[config.mk]
export PLATFORM = sky130hd
export DESIGN_NAME = motion_sequencer
export DESIGN_NICKNAME = d
export VERILOG_FILES = /design/src/rtl/motion_sequencer.sv
export SDC_FILE = /design/constraint.sdc
export NUM_CORES = 1
export LEC_CHECK = 0
export BUFFER_PORTS_ARGS = -buffer_cell sky130_fd_sc_hd__buf_2
export CAP_MARGIN = 20
export CELL_PAD_IN_SITES_DETAIL_PLACEMENT = 0
export CELL_PAD_IN_SITES_GLOBAL_PLACEMENT = 1
export CORE_MARGIN = 3
export CORE_UTILIZATION = 37
export DETAILED_ROUTE_END_ITERATION = 8
export GPL_TIMING_DRIVEN = 0
export PLACE_DENSITY = 0.7
export SYNTH_ARGS = -nofsm -noshare
export SYNTH_HDL_FRONTEND = slang
export SYNTH_SLANG_ARGS = --single-unit
[constraint.sdc]
create_clock -name i_clk -period 6.3 [get_ports i_clk]
set_input_delay 1.26 -clock i_clk [delete_from_list [all_inputs] [get_ports i_clk]]
set_output_delay 1.26 -clock i_clk [all_outputs]
set_load 0.02 [all_outputs]
[src/rtl/motion_sequencer.sv]
// motion_sequencer: ramped two-wheel duty sequencer with lost-line search and halt
// Ports: i_clk/i_reset (async, active-high), i_enable, i_track_state (tracker policy code),
//        i_sensors {left,mid,right}, i_modulation_left/right (forward duty ceilings),
//        o_duty_left/right (registered duty), o_dir_left/right (1 = forward),
//        o_mode (IDLE/RUN/SEARCH/HALT), o_halted.
module motion_sequencer #(
    parameter int RAMP_DIV       = 16,
    parameter int RAMP_STEP      = 8,
    parameter int TURN_SPEED     = 600,
    parameter int SHARP_SPEED    = 300,
    parameter int SEARCH_SPEED   = 400,
    parameter int LOST_CYCLES    = 50000,
    parameter int SEARCH_TIMEOUT = 5000000
) (
    input  logic       i_clk,
    input  logic       i_reset,
    input  logic       i_enable,
    input  logic [2:0] i_track_state,
    input  logic [2:0] i_sensors,
    input  logic [9:0] i_modulation_left,
    input  logic [9:0] i_modulation_right,
    output logic [9:0] o_duty_left,
    output logic [9:0] o_duty_right,
    output logic       o_dir_left,
    output logic       o_dir_right,
    output logic [1:0] o_mode,
    output logic       o_halted
);
    typedef enum logic [1:0] {IDLE = 2'b00, RUN = 2'b01, SEARCH = 2'b10, HALT = 2'b11} mode_t;
    localparam int PW = RAMP_DIV > 1 ? $clog2(RAMP_DIV) : 1;
    localparam int LW = $clog2(LOST_CYCLES + 1);
    localparam int SW = $clog2(SEARCH_TIMEOUT + 1);
    localparam logic [9:0] STEP = 10'(RAMP_STEP);
    localparam logic [9:0] TURN = 10'(TURN_SPEED);
    localparam logic [9:0] SHARP = 10'(SHARP_SPEED);
    localparam logic [9:0] SPIN = 10'(SEARCH_SPEED);
    mode_t r_mode, w_mode_nxt;
    logic [PW-1:0] r_pre;
    logic [LW-1:0] r_lost, w_lost_nxt;
    logic [SW-1:0] r_search, w_search_nxt;
    logic r_side;
    logic [9:0] r_duty_l, r_duty_r, w_tgt_l, w_tgt_r, w_cap_l, w_cap_r;
    logic r_dir_l, r_dir_r, w_tdir_l, w_tdir_r, w_step, w_no_line;
    logic [10:0] w_ramp_l, w_ramp_r;
    // A wheel whose target direction differs must reach 0 before its dir bit may flip;
    // the flip itself consumes one ramp step.
    function automatic logic [10:0] ramp(input logic [9:0] duty, input logic dir,
                                         input logic [9:0] tgt, input logic tdir);
        if (tdir != dir)
            return duty == 10'd0 ? {tdir, 10'd0} : {dir, duty > STEP ? duty - STEP : 10'd0};
        if (tgt > duty)
            return {dir, tgt - duty <= STEP ? tgt : duty + STEP};
        return {dir, duty - tgt <= STEP ? tgt : duty - STEP};
    endfunction
    assign w_step = r_pre == PW'(RAMP_DIV - 1);
    assign w_no_line = i_sensors == 3'b000;
    assign w_cap_l = i_modulation_left < TURN ? i_modulation_left : TURN;
    assign w_cap_r = i_modulation_right < TURN ? i_modulation_right : TURN;
    assign w_ramp_l = ramp(r_duty_l, r_dir_l, w_tgt_l, w_tdir_l);
    assign w_ramp_r = ramp(r_duty_r, r_dir_r, w_tgt_r, w_tdir_r);
    assign o_duty_left = r_duty_l;
    assign o_duty_right = r_duty_r;
    assign o_dir_left = r_dir_l;
    assign o_dir_right = r_dir_r;
    assign o_mode = r_mode;
    assign o_halted = r_mode == HALT;
    always_comb begin
        w_lost_nxt = (i_enable && r_mode == RUN && w_no_line) ?
                     (r_lost == LW'(LOST_CYCLES) ? r_lost : r_lost + LW'(1)) : '0;
        // Leaving RUN with a zero here is what clears the search counter on entry.
        w_search_nxt = (i_enable && r_mode == SEARCH) ?
                       (r_search == SW'(SEARCH_TIMEOUT) ? r_search : r_search + SW'(1)) : '0;
        w_mode_nxt = !i_enable ? IDLE :
                     r_mode == IDLE ? RUN :
                     r_mode == RUN ? (w_lost_nxt == LW'(LOST_CYCLES) ? SEARCH : RUN) :
                     r_mode == SEARCH ? (!w_no_line ? RUN :
                                         w_search_nxt == SW'(SEARCH_TIMEOUT) ? HALT : SEARCH) :
                     HALT;
    end
    always_comb begin
        w_tgt_l = '0;
        w_tgt_r = '0;
        w_tdir_l = 1'b1;
        w_tdir_r = 1'b1;
        if (r_mode == RUN) begin
            case (i_track_state)
                3'b000: begin w_tgt_l = w_cap_l; w_tgt_r = i_modulation_right; end
                3'b001: begin w_tgt_l = i_modulation_left; w_tgt_r = w_cap_r; end
                3'b010: begin w_tgt_l = i_modulation_left; w_tgt_r = i_modulation_right; end
                3'b100: begin w_tgt_l = SHARP; w_tdir_l = 1'b0; w_tgt_r = i_modulation_right; end
                3'b101: begin w_tgt_l = i_modulation_left; w_tgt_r = SHARP; w_tdir_r = 1'b0; end
                default: ;
            endcase
        end else if (r_mode == SEARCH) begin
            // r_side: 0 = LEFT spins left wheel backward, 1 = RIGHT spins right wheel backward
            w_tgt_l = SPIN;
            w_tgt_r = SPIN;
            w_tdir_l = r_side;
            w_tdir_r = ~r_side;
        end
    end
    always_ff @(posedge i_clk or posedge i_reset) begin
        if (i_reset) r_mode <= IDLE;
        else r_mode <= w_mode_nxt;
    end
    always_ff @(posedge i_clk or posedge i_reset) begin
        if (i_reset) begin
            r_pre <= '0;
            r_lost <= '0;
            r_search <= '0;
            r_side <= 1'b0;
            r_duty_l <= '0;
            r_duty_r <= '0;
            r_dir_l <= 1'b1;
            r_dir_r <= 1'b1;
        end else begin
            r_pre <= w_step ? '0 : r_pre + PW'(1);
            r_lost <= w_lost_nxt;
            r_search <= w_search_nxt;
            // Codes 000/001/100/101 are the turns: bit1 clear, bit0 selects the side.
            if (r_mode == RUN && !i_track_state[1]) r_side <= i_track_state[0];
            if (!i_enable || r_mode == IDLE) begin
                r_duty_l <= '0;
                r_duty_r <= '0;
                r_dir_l <= 1'b1;
                r_dir_r <= 1'b1;
            end else if (w_step) begin
                {r_dir_l, r_duty_l} <= w_ramp_l;
                {r_dir_r, r_duty_r} <= w_ramp_r;
            end
        end
    end
endmodule
# Yosys cells after proc, flatten, opt, wreduce, memory -nomap -nowiden
# Index checks and enable logic that the tools add are counted.
dict set report word_totals {
  regBits 68
  latchBits 0
  ram_bits 0
  rom_bits 0
  input_bits 29
  elab_cells 121
  n_memories 0
}
dict set report classes {
  addsub 11
  mul 0
  div 0
  n_lt_le_gt_ge 10
  n_eq_ne 16
  n_shift 0
  muxes 55
  bitwise 1
  reduce_logical 19
}
# op count
set ops {}
lappend ops {{10-bit two-way mux} 14}
lappend ops {{11-bit two-way mux} 10}
lappend ops {{10-bit one-hot mux with 3 select lines} 2}
lappend ops {{23-bit equality test (second input constant)} 2}
lappend ops {{23-bit two-way mux} 2}
lappend ops {{10-bit by 4-bit <= comparator with 1-bit output (second input constant)} 4}
lappend ops {{10-bit subtractor} 4}
lappend ops {{16-bit equality test (second input constant)} 2}
lappend ops {{16-bit two-way mux} 2}
lappend ops {{23-bit by 1-bit adder with 23-bit output (second input constant)} 1}
lappend ops {{10-bit by 4-bit adder with 10-bit output (second input constant)} 2}
lappend ops {{10-bit > comparator} 2}
lappend ops {{10-bit by 4-bit > comparator with 1-bit output (second input constant)} 2}
lappend ops {{10-bit logical NOT} 2}
lappend ops {{10-bit < comparator (second input constant)} 2}
lappend ops {{10-bit by 4-bit subtractor with 10-bit output (second input constant)} 2}
lappend ops {{1-bit two-way mux} 17}
lappend ops {{16-bit by 1-bit adder with 16-bit output (second input constant)} 1}
lappend ops {{2-bit two-way mux} 6}
lappend ops {{9-bit two-way mux} 1}
lappend ops {{3-bit equality test (second input constant)} 2}
lappend ops {{3-bit logical NOT} 2}
lappend ops {{3-bit by 2-bit inequality test with 1-bit output (second input constant)} 2}
lappend ops {{3-bit AND reduction} 2}
lappend ops {{16 further kinds} 24}

# Logic depth before layout (Yosys ltp)
# Gate-level depths: netlist of run 1.
dict set report logic_depth {
  word_depth 12
  ltp_mapped 17
}

# Worst setup path before layout of run 1
# Ideal clock, no wire load.
dict set report synth_path {
  path_kind {input to register}
  start {input i_track_state[0]}
  end {register r_duty_r[5], in the netlist o_duty_right[5]}
  arrival_ns 4.430
  t_required_ns 6.173
  path_slack_ns 1.743
  stages 14
  cell_sequence {clkbuf_1 nand2_1 or3_1 o21ai_0 ha_1 buf_2 a21oi_1 nand3b_1 a2111o_1 nor4_2 buf_4 mux2_1 a211oi_1 a21oi_1}
}
dict set report synth_between {
  elab_chain_len 12
  word_cells_on_any_way 26
  classes_between {2 x add/sub; 3 x order compare; 5 x eq/ne; 14 x mux; 2 x reduce/logical}
}
# element line_no
set synth_lines {}
lappend synth_lines {{start: declaration} 18} ;# input logic [2:0] i_track_state,
lappend synth_lines {{3-bit equality test (tied with other cells)} 86} ;# case (i_track_state)
lappend synth_lines {{3-bit OR reduction (no source line)} n/a}
lappend synth_lines {{10-bit one-hot mux with 3 select lines} 86}
lappend synth_lines {{10-bit two-way mux} 85} ;# if (r_mode == RUN) begin
lappend synth_lines {{10-bit subtractor} 52} ;# return {dir, tgt - duty <= STEP ? tgt : duty + STEP};
lappend synth_lines {{10-bit by 4-bit <= comparator with 1-bit output} 52}
lappend synth_lines {{10-bit two-way mux} 52}
lappend synth_lines {{11-bit two-way mux} 51} ;# if (tgt > duty)
lappend synth_lines {{11-bit two-way mux} 53} ;# return {dir, duty - tgt <= STEP ? tgt : duty - STEP};
lappend synth_lines {{11-bit two-way mux *} 51}
lappend synth_lines {{10-bit two-way mux *} 127} ;# end else if (w_step) begin
lappend synth_lines {{10-bit two-way mux *} 122} ;# if (!i_enable || r_mode == IDLE) begin
lappend synth_lines {{end signal: assignment} 129} ;# {r_dir_r, r_duty_r} <= w_ramp_r;
lappend synth_lines {{end: declaration} 42} ;# logic [9:0] r_duty_l, r_duty_r, w_tgt_l, w_tgt_r, w_cap_l, w_cap_r;
# Mark *: on every way between the ends. The rest lies on a longest branch, timed or not. The select of a mux whose other input is x is not followed.
# A chain may end at the register's enable or synchronous reset.

# Final worst setup path of run 1
dict set report layout_path {
  start {input i_track_state[2]}
  end {register r_duty_l[0], in the netlist o_duty_left[0]}
}
dict set report layout_between {
  elab_chain_len 12
  word_cells_on_any_way 26
  classes_between {2 x add/sub; 3 x order compare; 5 x eq/ne; 14 x mux; 2 x reduce/logical}
}
# element line_no
set layout_lines {}
lappend layout_lines {{3-bit equality test (tied with other cells)} 86}
lappend layout_lines {{3-bit OR reduction (no source line)} n/a}
lappend layout_lines {{10-bit one-hot mux with 3 select lines} 86}
lappend layout_lines {{10-bit two-way mux} 85}
lappend layout_lines {{10-bit subtractor} 52}
lappend layout_lines {{10-bit by 4-bit <= comparator with 1-bit output} 52}
lappend layout_lines {{10-bit two-way mux} 52}
lappend layout_lines {{11-bit two-way mux} 51}
lappend layout_lines {{11-bit two-way mux} 53}
lappend layout_lines {{11-bit two-way mux *} 51}
lappend layout_lines {{10-bit two-way mux *} 127}
lappend layout_lines {{10-bit two-way mux *} 122}
lappend layout_lines {{end signal: assignment} 128} ;# {r_dir_l, r_duty_l} <= w_ramp_l;
lappend layout_lines {{end: declaration} 42}
# Marked as above.

==> results of run 1 <==
[power by group]
part	internal, W	switching [W]
sequential	0.000441	0.00000651
clock	0.000321	0.000208
combinational	0.000133	0.000233
total	0.000895	0.000448
[worst max-delay path by stage]
stage                          start                          end  slack (ns)  cells past startpoint
global placement    i_track_state[2]   o_duty_left[0]$_DFFE_PP0P_        0.89                     16
CTS                 i_track_state[2]   o_duty_left[0]$_DFFE_PP0P_        1.29                     16
finish              i_track_state[2]   o_duty_left[0]$_DFFE_PP0P_        1.25                     16
floorplan           i_track_state[0]  o_duty_right[5]$_DFFE_PP0N_        1.74                     14
global route        i_track_state[2]   o_duty_left[0]$_DFFE_PP0P_        0.93                     17
detailed placement  i_track_state[2]   o_duty_left[0]$_DFFE_PP0P_        0.94                     16
[synth_stat cells (5+ instances only)]
| library cell | number |
|---|---|
| nor2_1 | 104 |
| nand2_1 | 68 |
| dfrtp_1 | 66 |
| inv_1 | 62 |
| ha_1 | 47 |
| a21oi_1 | 46 |
| o21ai_0 | 42 |
| nand3_1 | 41 |
| xnor2_1 | 41 |
| clkbuf_1 | 30 |
| nor3_1 | 27 |
| xor2_1 | 27 |
| mux2i_1 | 20 |
| and3_1 | 16 |
| nand4_1 | 15 |
| nor2b_1 | 14 |
| nor4_1 | 14 |
| o21ai_1 | 13 |
| buf_2 | 12 |
| nand2b_1 | 10 |
| o211ai_1 | 10 |
| a31oi_1 | 9 |
| o22ai_1 | 9 |
| a211oi_1 | 8 |
| a21o_1 | 8 |
| and2_1 | 6 |
| or3_1 | 5 |
[worst register-to-register path, cell delays in order, from the launching register on]
cell and delay [ns]:
dfrtp_1 0.48, nor2b_1 0.31, clkbuf_1 0.46, o2111ai_1 0.20, o31a_1 0.21, inv_1 0.13, ha_1 0.12, clkbuf_1 0.30
nand4_1 0.26, or2_2 0.36, a21oi_1 0.16, a2111oi_2 0.10, o31ai_2 0.66, o22ai_1 0.20, nor2_1 0.25, o32ai_1 0.12
[layout make-up]
cell class                 count  area, sq um
buffer                        45          195
clock buffer                  10          239
clock inverter                 6         70.1
fill                        1960        10300
inverter                      62          235
multi-input combinational    709         4680
sequential                    68         1700
tap                          229          287
timing repair buffer          53          280
[flip-flops by register name (all words and copies together) (netlist names)]
signal	cells
o_duty_left	10
r_lost	16
r_pre	4
r_side	1
o_dir_right	1
o_duty_right	10
r_search	23
o_dir_left	1
o_mode	2
[routing by layer]
layer / share of wire / wire (um) / vias up / GRT usage
li1: - / - / 3300 / -
met1: 0.47 / 9450 / 3066 / 0.279
met2: 0.47 / 9450 / 134 / 0.332
met3: 0.045 / 896 / 20 / 0.0344
met4: 0.0089 / 178 / 4 / 0.0379
met5: 0.0011 / 21 / - / 0
[cells by family after synthesis]
logic type | after synthesis | share of synthesized area
multiplexers | 26 | 0.0393
buffers and inverters | 107 | 0.0628
AND/OR/NAND/NOR | 352 | 0.258
flip-flops | 68 | 0.250
adder cells (fa/ha/maj) | 48 | 0.0877
XOR/XNOR | 68 | 0.0874
AO/OA/AOI/OAI | 215 | 0.215
[stage by stage]
| step | utilization | worst slack [ns] |
|---|---|---|
| after floorplan | - | 1.74 |
| after global placement | 0.409 | 0.889 |
| after detailed placement | 0.410 | 0.941 |
| after CTS | 0.427 | 1.29 |
| after global routing | 0.427 | 0.931 |
| final | 0.427 | 1.25 |
==> run metrics, run 1 <==
outcome=complete, no violations; final wirelength=20000 um; Slowest-stage cell, CP=o31ai_2; crit path DAT=5.25 ns; final hold violation count=0; hold path startpoint=r_pre[0]$_DFF_PP0_; placer congestion estimate=0.854; fmax=198 MHz; GRT Total Usage=0.201; most common cell after layout, fill and taps aside=nor2_1; Worst Path Max Fanout=10; Worst Hold Depth=1; YS warnings=0; io pins=54; Detailed Route Iter0 Violations=342; min Tclk post-route=roughly 5.1 ns; Hold Path End=r_pre[0]$_DFF_PP0_; Pwr Density=175 nW/um^2; CTS buffer count=9; Synth Flop Type=dfrtp_1; clock latency on the worst-skew pair=~0.34 ns; worst reg2reg path startpoint=o_mode[0]$_DFF_PP0_; reg2reg end=o_duty_left[0]$_DFFE_PP0P_; FF-to-FF path depth=15; CTS root buf=clkbuf_16; antenna violations before repair=2; Detail Placement HPWL=15400 um; Seq cells post-synth=68; hold-fix buffers at CTS=0; leakage power=3.23 nW; Yosys top cell area share=0.242; cells after synthesis=884; relative max-transition margin=0.527; # setup viols final=0; EDFF count, synth=0; MaxCap Viol Count=0; fraction of layout cells with a size suffix above 1=0.112; P&R area growth vs syn=12.9%; endpoint type of the worst setup path=register; final instance area=around 7700 sq um; asr flop ratio synth=1.00; ranking of synthesized cells by area=dfrtp_1 (24%), ha_1 (8.6%), nor2_1 (5.7%); Netlist cell types=86; Worst Hold Class=register to register; mean area per synthesized cell=7.71 sq um; crit path buf inv count=4; fin cells=1182; Inserted Diodes=0; worst hold slack=0.495 ns; post-CTS setup buffer count=0; input/output buffers=52; core region area=18000 sq um; vias per cell=5.52; drt first pass iters=5; Die W=142 um; most frequent cells in the layout=nor2_1 (104), nand2_1 (68), dfrtp_1 (66); grt ovf=0; Seq/Total Area, Yosys=0.250; pin count of the biggest net entering global routing=40; Die Footprint=20100 sq um; post-route ant nets=0; post-CTS resize count=0; Worst Tran Pin Value=0.703 ns; Tot Pwr=0.00134 W; deepest level of the CTS H-tree=3; Peak VDD IR=0.000146 V; R2R Setup Slk=1.84 ns; Slew Limit Fails=0; Final Skew=between 0.006 and 0.007 ns; Yosys top cell by area=dfrtp_1; initial core utilization=0.378; first-pass GRT wire length=33000 um; via count=6524; CTS sink count=68; largest delay contributor family on the critical path=compound AO/OA/AOI/OAI gates; Clk pin slew, worst setup/hold paths=around 0.060 ns; vias in the first global route=6225; Die H=between 100 and 150 um; CP peak stage delay=0.66 ns; CP Class=input port to register; Critical Path RT=6.49 ns; area after detailed placement=7390 sq um; CTS max path bufs=2; unrepaired setup endpoints after global routing=no; CTS tree=done; Post-route DRC=0; nets@finish=approximately 1000; CP startpoint kind=input port; crit path cell chain=buf_2 > clkbuf_1 > nor2_1 > a21boi_0 > o31a_1 > inv_1 > ha_1 > clkbuf_1 > nand4_1 > or2_2 > a21oi_1 > a2111oi_2 > o31ai_2 > o22ai_1 > nor2_1 > o32ai_1; Mapped Area=between 6000 and 7000 sq um; post-placement cell count=1166; Wirelength per Cell=about 17 um; num rows=49; Final Cycle Share=0.802; Mapped Nets=960; setup TNS=0 ns
(Power assumes the default switching activity.)
==> run 2: changes to the inputs <==
--- a/config.mk
+++ b/config.mk
@@ -13,7 +13,7 @@
 export CORE_UTILIZATION = 37
 export DETAILED_ROUTE_END_ITERATION = 8
 export GPL_TIMING_DRIVEN = 0
-export PLACE_DENSITY = 0.7
+export PLACE_DENSITY = 0.73
 export SYNTH_ARGS = -nofsm -noshare
 export SYNTH_HDL_FRONTEND = slang
 export SYNTH_SLANG_ARGS = --single-unit
==> constraint.sdc (replaced) <==
create_clock -name i_clk -period 4.4 [get_ports i_clk]
set_input_delay 0.88 -clock i_clk [delete_from_list [all_inputs] [get_ports i_clk]]
set_output_delay 0.88 -clock i_clk [all_outputs]
set_load 0.02 [all_outputs]
==> run metrics, run 2 (synthesis gave the netlist of run 1 again) <==
most frequent cells in the layout=nor2_1 (101), nand2_1 (68), dfrtp_1 (66); Detailed Route Iter0 Violations=430 (+26%); Hold Path End=r_pre[0]$_DFF_PP0_; placer congestion estimate=0.865 (+1.3%); Post-route DRC=0 (unchanged); Biggest register=r_search; Worst Setup SP=i_modulation_right[3]; reg2reg end=o_duty_right[1]$_DFFE_PP0P_; Worst Hold Class=register to register; Die Footprint=20100 sq um (unchanged); Inserted Diodes=0 (unchanged); pin count of the biggest net entering global routing=69 (+73%); most common cell after layout, fill and taps aside=nor2_1; Detail Placement HPWL=15000 um (-2.5%); met2 track demand over resource=0.313 (-0.0190); leakage power=3.32 nW (+2.7%); setup TNS=0 ns (unchanged); MaxCap Viol Count=0 (unchanged); post-route ant nets=0 (unchanged); Filler cells=1903 (-2.9%); final wirelength=19900 um (-0.60%); fin cells=1191 (+0.76%); final hold violation count=0 (unchanged); Critical Path RT=4.61 ns (-1.88 ns); dpl ws=-0.575 ns (-1.52 ns); relative max-transition margin=0.454 (-0.0724); GRT Total Usage=0.197 (-0.00448); nets@finish=1033 (+0.88%); first-pass GRT wire length=32100 um (-2.7%); CTS sink count=68 (unchanged); deepest level of the CTS H-tree=3 (unchanged); post-placement cell count=1166 (unchanged); # setup viols final=0 (unchanged); CP Class=input port to register; worst reg2reg path startpoint=o_mode[0]$_DFF_PP0_; Psw=0.000662 W (+48%); clock latency on the worst-skew pair=0.34 ns (about the same); Switching Share=0.334 (about the same); Worst Setup Slack, final=0.187 ns (-1.06 ns); Die W=142 um (unchanged); via count=6555 (+0.48%); num rows=49 (unchanged); Pwr Density=251 nW/um^2 (+44%); Worst Path Max Fanout=10 (unchanged); min Tclk post-route=4.21 ns; crit path DAT=4.43 ns (-0.82 ns); Slew Limit Fails=0 (unchanged); Peak VDD IR=0.000265 V (+82%); grt met1 use=0.285 (+0.00602); FF-to-FF path depth=14 (-1); area of the multi-input gates=4780 sq um (+2.1%); fmax=237 MHz; Reg power frac=0.323 (-0.010); drt first pass iters=5 (unchanged); Worst Tran Pin Value=0.811 ns (+0.108 ns); vias in the first global route=6065 (-2.6%); CTS root buf=clkbuf_16; grt peak-use layer=met2; R2R Setup Slk=0.23 ns (-1.61 ns); CP startpoint kind=input port; antenna violations before repair=1 (-1); io pins=54 (unchanged); Int Power=0.00132 W (+48%); Final Cycle Share=0.958; CTS max path bufs=2 (unchanged); worst hold slack=0.490 ns (-0.00501 ns); largest registers=r_search x23, r_lost x16; core region area=18000 sq um (unchanged); Clk pin slew, worst setup/hold paths=0.06 ns (about the same); hold path startpoint=r_pre[0]$_DFF_PP0_; fraction of layout cells with a size suffix above 1=0.142 (+0.0301); Wirelength per Cell=16.7 um (-1.4%); combinational power share=0.288 (+0.015); Final Skew=0.00838 ns (+0.00162 ns); Largest register FFs=23 (unchanged); initial core utilization=0.378 (unchanged); hold-fix buffers at CTS=0 (unchanged); grt ovf=0 (unchanged); clock power share=0.389 (-0.005); input/output buffers=52 (unchanged); Register Area=1700 sq um (unchanged); grt met3 use=0.0293 (-0.00506); Worst Hold Depth=1 (unchanged); CTS tree=done; CTS buffer count=9 (unchanged); outcome=complete, no violations; Die H=142 um (unchanged); endpoint type of the worst setup path=register; P&R area growth vs syn=15.8%; Tot Pwr=0.00198 W (+48%); vias per cell=5.50 (-0.28%)
==> run 2: cell types whose count changed in the layout (fill, tap and decap cells not counted), moves of 4 or more <==
cell      before  now
o21ai_0       42   38
a21oi_1       46   41
clkbuf_1      30   23
buf_4          1   10
a21oi_2        1    5
clkbuf_2       0    6
==> run 2: final cells by class <==
| class | instances | area share |
|---|---|---|
| clock inverters | 5 | 0.00745 |
| plain buffers | 44 | 0.0252 |
| repair buffers | 63 | 0.0476 |
| clock buffers | 11 | 0.0320 |
| flip-flops and latches | 68 | 0.216 |
| inverters | 62 | 0.0298 |
| well taps | 229 | 0.0363 |
| multi-input cells | 709 | 0.606 |
==> run 2: timing repair <==
action | 4_1_cts | 5_1_grt
buffers inserted | 1 | 9
endpoints found under the setup margin | 14 | 20
pin swaps | 1 | 6
gates resized for setup | 6 | 29
==> run 2: how the worst max path moves through the flow <==
stage                                        to  cells past startpoint
floorplan           o_duty_right[5]$_DFFE_PP0N_                     14
global placement     o_duty_left[0]$_DFFE_PP0P_                     16
detailed placement  o_duty_right[5]$_DFFE_PP0N_                     15
CTS                 o_duty_right[5]$_DFFE_PP0N_                     13
global route        o_duty_right[5]$_DFFE_PP0N_                     18
finish              o_duty_right[5]$_DFFE_PP0N_                     17
==> run 2: stage by stage <==
| stage | utilization | instance area (sq um) |
|---|---|---|
| finish | 0.438 | 7890 |
| floorplan | - | 6820 |
| global placement | 0.409 | 7360 |
| global route | 0.438 | 7890 |
| detailed placement | 0.410 | 7390 |
| CTS | 0.430 | 7750 |
==> run 2: worst max-delay path: stages <==
cell	delay (ns)
buf_2	0.13
a21o_1	0.18
a211o_1	0.32
a21oi_2	0.16
o21ai_0	0.11
a21oi_2	0.30
ha_1	0.28
buf_2	0.18
and3_1	0.22
o21ai_0	0.10
a21oi_1	0.10
o31a_1	0.33
nor4_4	0.32
buf_4	0.21
mux2_1	0.32
a211oi_1	0.23
a21oi_1	0.07
==> run 2: routing by layer <==
| metal | wire (um) | vias to the layer above | part of all wire |
|---|---|---|---|
| li1 | - | 3310 | - |
| met1 | 9690 | 3081 | 0.49 |
| met2 | 9090 | 140 | 0.46 |
| met3 | 845 | 22 | 0.043 |
| met4 | 236 | 2 | 0.012 |
| met5 | 13 | - | 0.00065 |
==> run 2: power groups by stage <==
| stage | Combinational, W | Sequential (W) | Clock [W] |
|---|---|---|---|
| 2_1_floorplan | 0.000379 | 0.000654 | 0 |
| 3_3_place_gp | 0.000517 | 0.000652 | 0 |
| 3_5_place_dp | 0.000521 | 0.000652 | 0 |
| 4_1_cts | 0.000530 | 0.000640 | 0.000793 |
| 5_1_grt | 0.000629 | 0.000641 | 0.000813 |
| 6_report | 0.000571 | 0.000640 | 0.000771 |
